[src/rtl/mem_access_ctrl.sv]
// Data-memory access controller: turns LW/SW from the pipeline into a stalled bus transaction.
// Optional bus-wait timeout with sticky bus_err is built when MEM_TIMEOUT_EN is defined.
module mem_access_ctrl #(
    parameter int unsigned TIMEOUT_CYCLES = 255
) (
    input  logic        clock,
    input  logic        reset,
    input  logic        MemRead,
    input  logic        MemWrite,
    input  logic [31:0] ALU_result,
    input  logic [31:0] write_data,
    output logic [31:0] read_data,
    output logic        stall,
    output logic        misalign,
    output logic        bus_req,
    output logic        bus_we,
    output logic [31:0] bus_addr,
    output logic [31:0] bus_wdata,
`ifdef MEM_TIMEOUT_EN
    output logic        bus_err,
`endif
    input  logic [31:0] bus_rdata,
    input  logic        bus_ack
);

    if (TIMEOUT_CYCLES == 0 || TIMEOUT_CYCLES > 255) begin : g_bad_timeout
        $error("mem_access_ctrl: TIMEOUT_CYCLES must be in 1..255");
    end

    typedef enum logic [1:0] {
        IDLE,
        REQ,
        DONE
    } state_t;

    state_t      state_q, state_d;
    logic [31:0] read_data_q, read_data_d;
    logic [31:0] bus_addr_q, bus_addr_d;
    logic [31:0] bus_wdata_q, bus_wdata_d;
    logic        bus_we_q, bus_we_d;
    logic        access;
    logic        aligned;

`ifdef MEM_TIMEOUT_EN
    localparam logic [7:0] TMO_LIMIT = 8'(TIMEOUT_CYCLES);
    logic [7:0] tmo_cnt_q, tmo_cnt_d;
    logic       bus_err_q, bus_err_d;
`endif

    assign access  = MemRead | MemWrite;
    assign aligned = (ALU_result[1:0] == 2'b00);

    always_comb begin
        state_d     = state_q;
        read_data_d = read_data_q;
        bus_addr_d  = bus_addr_q;
        bus_wdata_d = bus_wdata_q;
        bus_we_d    = bus_we_q;
        stall       = 1'b0;
        misalign    = 1'b0;
        bus_req     = 1'b0;
`ifdef MEM_TIMEOUT_EN
        tmo_cnt_d   = tmo_cnt_q;
        bus_err_d   = bus_err_q;
`endif
        unique case (state_q)
            IDLE: begin
                // Gated by reset so the combinational outputs honour their reset values.
                if (access && !reset) begin
                    if (aligned) begin
                        stall       = 1'b1;
                        bus_addr_d  = {ALU_result[31:2], 2'b00};
                        bus_wdata_d = write_data;
                        bus_we_d    = MemWrite;
                        state_d     = REQ;
`ifdef MEM_TIMEOUT_EN
                        tmo_cnt_d   = '0;
`endif
                    end else begin
                        misalign = 1'b1;
                    end
                end
            end
            REQ: begin
                stall   = 1'b1;
                bus_req = 1'b1;
                if (bus_ack) begin
                    if (!bus_we_q) begin
                        read_data_d = bus_rdata;
                    end
                    state_d = DONE;
                end
`ifdef MEM_TIMEOUT_EN
                // An ack in the final allowed cycle wins over the timeout.
                else if (tmo_cnt_q + 8'd1 == TMO_LIMIT) begin
                    if (!bus_we_q) begin
                        read_data_d = 32'hDEAD_BEEF;
                    end
                    bus_err_d = 1'b1;
                    tmo_cnt_d = tmo_cnt_q + 8'd1;
                    state_d   = DONE;
                end else begin
                    tmo_cnt_d = tmo_cnt_q + 8'd1;
                end
`endif
            end
            DONE: begin
                state_d = IDLE;
            end
            default: begin
                state_d = IDLE;
            end
        endcase
    end

    always_ff @(posedge clock) begin
        if (reset) begin
            state_q     <= IDLE;
            read_data_q <= '0;
            bus_addr_q  <= '0;
            bus_wdata_q <= '0;
            bus_we_q    <= 1'b0;
`ifdef MEM_TIMEOUT_EN
            tmo_cnt_q   <= '0;
            bus_err_q   <= 1'b0;
`endif
        end else begin
            state_q     <= state_d;
            read_data_q <= read_data_d;
            bus_addr_q  <= bus_addr_d;
            bus_wdata_q <= bus_wdata_d;
            bus_we_q    <= bus_we_d;
`ifdef MEM_TIMEOUT_EN
            tmo_cnt_q   <= tmo_cnt_d;
            bus_err_q   <= bus_err_d;
`endif
        end
    end

    assign read_data = read_data_q;
    assign bus_addr  = bus_addr_q;
    assign bus_wdata = bus_wdata_q;
    assign bus_we    = bus_we_q;
`ifdef MEM_TIMEOUT_EN
    assign bus_err   = bus_err_q;
`endif

endmodule

[config.mk]
export PLATFORM = sky130hd
export DESIGN_NAME = mem_access_ctrl
export DESIGN_NICKNAME = d
export VERILOG_FILES = /design/src/rtl/mem_access_ctrl.sv
export SDC_FILE = /design/constraint.sdc
export NUM_CORES = 1
export LEC_CHECK = 0
export ABC_AREA = 1
export BUFFER_PORTS_ARGS = -buffer_cell sky130_fd_sc_hd__clkbuf_2
export CAP_MARGIN = 10
export CORE_AREA = 3 3 106 108
export CTS_CLUSTER_DIAMETER = 60
export DETAILED_ROUTE_END_ITERATION = 10
export DIE_AREA = 0 0 109 111
export GPL_TIMING_DRIVEN = 0
export MAX_ROUTING_LAYER = met4
export PLACE_DENSITY = 0.66
export SLEW_MARGIN = 20
export SYNTH_ARGS = -nofsm -noshare
export SYNTH_HDL_FRONTEND = slang
export SYNTH_SLANG_ARGS = --single-unit
[constraint.sdc]
create_clock -name clock -period 1.2 [get_ports clock]
set_clock_uncertainty 0.1 [all_clocks]
set_input_delay 0.24 -clock clock [delete_from_list [all_inputs] [get_ports clock]]
set_output_delay 0.24 -clock clock [all_outputs]
set_load 0.03 [all_outputs]
**After elaboration in Yosys (flattened, before gate mapping)**

Cells that the tools add are included.
W data, S select, Z words.

- Input bits: 101
- Flip-flop bits (word level): 97
- Word-level logic and storage cells: 29

- Muxes and demuxes: 11
- Bitwise gates (word level): 2
- Equal/unequal tests: 4
- Reduce and logical (&&, ||, !) cells: 7

Operator list:

| cell | count |
|---|---|
| $reduce_and A3 Y1 | 3 |
| $mux W1 | 6 |
| $mux W2 | 3 |
| $ne A2 B2 Y1 const B | 3 |
| $logic_not A2 Y1 | 2 |
| $pmux W2 S2 | 1 |
| $eq A2 B1 Y1 const B | 1 |
| $pmux W1 S2 | 1 |
| $logic_and A1 B1 Y1 | 1 |
| $logic_not A1 Y1 | 1 |
| $not A1 Y1 | 1 |
| $or A1 B1 Y1 | 1 |

**Longest topological paths before layout**

- Word-level depth: 4
- Depth in mapped cells: 8

**Worst setup path after synthesis**

OpenSTA, ideal clock, no wires.

- Path type: input to output
- From: input port reset
- To: output port misalign
- Arrival: 1.198 ns
- Path buffers: 2
- Stages: 5
- Setup slack: -0.338 ns
- Data required time: 0.860 ns
- Path through: buf_4 -> nor2_8 -> buf_2 -> nand2_1 -> nor2_1

- Cells in the longest elaborated chain, start to end: 4

Ends and longest elaborated chain:

| item | line | text |
|---|---|---|
| start, declared | 7 | `input logic reset,` |
| $logic_not A1 Y1 | 69 | `if (access && !reset) begin` |
| $logic_and A1 B1 Y1 | 69 |  |
| $mux W1 | 69 |  |
| $mux W1 | 66 | `unique case (state_q)` |
| end, declared | 14 | `output logic misalign,` |

No other way between the ends.

**Worst setup path in the final report**

- From: register state_q[0]
- To: output port stall

- Cells in the longest elaborated chain, start to end: 2
- Elaborated cells between the ends (all ways): 3
- Classes of those cells: eq/ne: 1; mux: 1; reduce/logical: 1

Ends and longest elaborated chain:

| item | line | text |
|---|---|---|
| start, declared | 36 | `state_t state_q, state_d;` |
| start signal, assigned | 128 | `state_q <= state_d;` |
| $eq A2 B1 Y1 or $logic_not A2 Y1 (tied branches) | 66 |  |
| $pmux W1 S2 * | 66 |  |
| end, declared | 13 | `output logic stall,` |

Mark *: on every way between the ends. The rest lies on a longest branch, timed or not.

==> key figures <==
Worst setup path
  – FF-to-FF Start: state_q[0]
  – Reg2Reg Setup Slack: -0.23 ns
  – Critical Path, Cell by Cell: inv_4 > nand2_4 > nor2_4 > nand2_2 > buf_8 > nand2_8 > buf_8
  – CP dominant cell by count: buf_8
  – Critical Path Start Type: flop
  – Stages on the worst setup path: 7
  – Worst path bufs/invs: 3
  – Worst r2r dst: bus_addr[20]
  – Largest stage delay, worst path: 0.34 ns
  – Slowest-stage cell, CP: dfxtp_2
  – R2R cell count: 9
  – Worst setup EP type: output pin
  – Crit Path Class: flop to output pin
  – Arr. time, crit path: 1.29 ns
  – Worst Path Required: 0.86 ns
  – CP top delay family: flip-flops
  – Setup crit start: state_q[0]
  – CP max FO: 2

Clocking
  – TritonCTS Sinks: 97
  – H-tree depth: 3
  – TritonCTS Buffers: 9
  – Worst-path clk slew: 0.09 ns
  – Clock Latency Late Sink: 0.36 ns
  – Clk buf depth: 2
  – CTS Root Cell: clkbuf_8
  – CTS tree: done

STA
  – Normalized max-slew margin: 0.649
  – Period utilization: 1.36
  – Setup TNS: -15.05 ns
  – Final setup fails: 102
  – Worst slew pin tran: 0.526 ns
  – Setup slack after layout: -0.431 ns
  – Final Hold Viols: 0
  – Final min period: 1.63 ns
  – Achievable Freq: 0.613 GHz
  – RSZ-0062 raised after global routing: yes
  – Slew Viols, Final: 0

Pwr
  – P_int: 5520 uW
  – Static leakage: 0.00341 uW
  – Switching share of power: 0.276
  – Clock power share: 0.319
  – Pwr dens: 1050 mW/mm^2
  – Flop pwr share: 0.460
  – Peak VDD IR: 652 uV
  – Comb pwr share: 0.221
  – NetSw: 2100 uW

Hold path
  – Hold Path Stages: 2
  – Worst hold-check path type: primary input to flop
  – Hold wc startpoint: reset
  – End of the worst hold path: read_data[11]

Final layout
  – Filler instances: 689
  – Area growth syn-to-layout: 102%
  – N_diodes: 0
  – Fin cells: 892
  – Share of cells above drive strength 1: 0.538
  – Sequential cell area: 0.00207 mm^2
  – Nets@finish: 852
  – Multi-input logic area: 0.00152 mm^2

Place
  – Dpl cells: 780
  – DPL Wire Length: 8.49 mm
  – Gpl congestion: 0.780
  – Port Buf Inserts: 197

Yosys
  – Synth warnings: 0
  – #FFs+latches synth: 97
  – Synth cell types: 19
  – Largest cells by area after synthesis: dfxtp_1 (54%), nand3_1 (22%), nand2_1 (11%)
  – Syn Std Cell Area: 0.00360 mm^2
  – Share of the synthesized area in the top cell type: 0.539
  – Cells after synthesis: 446
  – Cell taking the most area after synthesis: dfxtp_1
  – Avg Synthesized Cell Area: 8.07 um^2
  – Sequential area share after synthesis: 0.539

Global routing
  – Vias in the first global route: 4670
  – Gr usage total: 0.243
  – Largest net degree at the start of global routing: 16
  – Final global-route overflow total: 0
  – Initial antenna violation count: 0
  – Global-route wire length before repair: 22.9 mm

Outcome
  – Status: complete, but fails checks
  – Failing checks: negative setup slack

Route
  – WL per Instance: 16.5 um
  – Via count: 4444
  – Routed Antenna Nets: 0
  – Drt via density: 4.98
  – Starting DRT DRC Count: 347
  – 1st-pass router iterations: 5
  – DRC Markers: 0
  – Drt total wl: 14.7 mm

Floorplan
  – Initial core utilization: 0.349
  – Rows: 37
  – Chip Height: 111 um
  – Core ar.: 0.0103 mm^2
  – # IOs: 201
  – Die W: 109 um
  – Area of the die: 0.0121 mm^2

Flow run
  – Max Cap Viol: 0
[logic make-up after synthesis]
group | count (synthesis) | synth area share
AND/OR/NAND/NOR | 267 | 0.344
flip-flops | 97 | 0.539
buffers and inverters | 48 | 0.0695
other | 1 | 0.00104
AO/OA/AOI/OAI | 33 | 0.0466
[flip-flops by register name, indices dropped and copies added, names as in the netlist]
| name | cells |
|---|---|
| bus_addr | 30 |
| bus_wdata | 32 |
| bus_we | 1 |
| read_data | 32 |
| state_q | 2 |
[Yosys cell counts (all sizes together)]
cell type / n
nand2: 102
buf: 28
conb: 1
clkbuf: 12
inv: 8
a21oi: 32
nor3: 1
o31ai: 1
nor2: 8
dfxtp: 97
nand3: 156
[placed cells by master, fill, tap and decap left out, types with 2 or more instances in the layout]
cell type      Yosys  layout
buf_6              5      15
buf_12             0       2
clkinv_2           0       2
bufinv_16          0       2
nand2_2            1       9
conb_1             1       2
inv_2              4       3
buf_2             17       4
a21oi_1           32      31
clkbuf_2           0      99
buf_8              0     105
nand3_2            0       5
clkbuf_4           0       3
nand3_1          156     151
clkbuf_1          12       8
dfxtp_4            0       2
dlygate4sd3_1      0      56
buf_4              3      35
dfxtp_2            0      95
clkbuf_16          0       2
nand2_1          101      90
nor2_1             3       2
clkbuf_8           0      11
nor2_4             2       5
nand2_8            0       2
inv_1              4       4
buf_1              3       3
[through the flow]
step | worst slack, ns | total power, uW | utilization | hold slack, ns | cell area (um^2)
finish | -0.431 | 7620 | 0.706 | 0.0119 | 7290
global route | -0.498 | 7930 | 0.706 | 0.00232 | 7290
CTS | -0.517 | 7440 | 0.665 | 0.000211 | 6870
detailed placement | -0.502 | 4550 | 0.466 | 0.354 | 4810
global placement | -0.486 | 4530 | 0.466 | 0.347 | 4810
floorplan | -0.0418 | 4130 | - | 0.243 | 3660
[what timing repair did]
item	4_1_cts	5_1_grt
buffers inserted	13	22
endpoints found under the setup margin	195	194
hold endpoints to repair	55	0
resized for setup	331	133
hold buffers	56	0
gates cloned	4	2
pin swaps	3	5
[worst max-delay path by stage]
stage                    to
2_1_floorplan  bus_addr[14]
3_5_place_dp          stall
4_1_cts               stall
5_1_grt               stall
3_3_place_gp          stall
6_report              stall
[power by group through the flow]
| stage | registers [uW] | clock network (uW) | logic (uW) |
|---|---|---|---|
| 5_1_grt | 3520 | 2630 | 1780 |
| 6_report | 3500 | 2430 | 1680 |
| 2_1_floorplan | 3740 | 0 | 388 |
| 3_5_place_dp | 3500 | 0 | 1050 |
| 4_1_cts | 3460 | 2480 | 1490 |
| 3_3_place_gp | 3490 | 0 | 1040 |
[metal layers]
metal / wire (um) / global-route usage
met5: 0 / -
met4: 374 / 0.0951
met3: 1280 / 0.0635
met2: 7670 / 0.420
met1: 5420 / 0.261
[worst reg2reg max path: stages (launching register included)]
cell and delay, ns:
dfxtp_2 0.34, inv_4 0.07, nand2_4 0.05, nor2_4 0.09, nand2_2 0.08, buf_4 0.16
buf_8 0.13, buf_6 0.14, nand3_1 0.08, nand2_1 0.08
[cell type report]
| type | instances | area share |
|---|---|---|
| multi-input combinational | 302 | 0.208 |
| buffer | 40 | 0.0460 |
| inverter | 8 | 0.00446 |
| tap | 136 | 0.0233 |
| clock inverter | 5 | 0.0106 |
| timing repair buffer | 293 | 0.403 |
| sequential | 97 | 0.284 |
| clock buffer | 11 | 0.0208 |
Power figures use the tool's default switching activity.
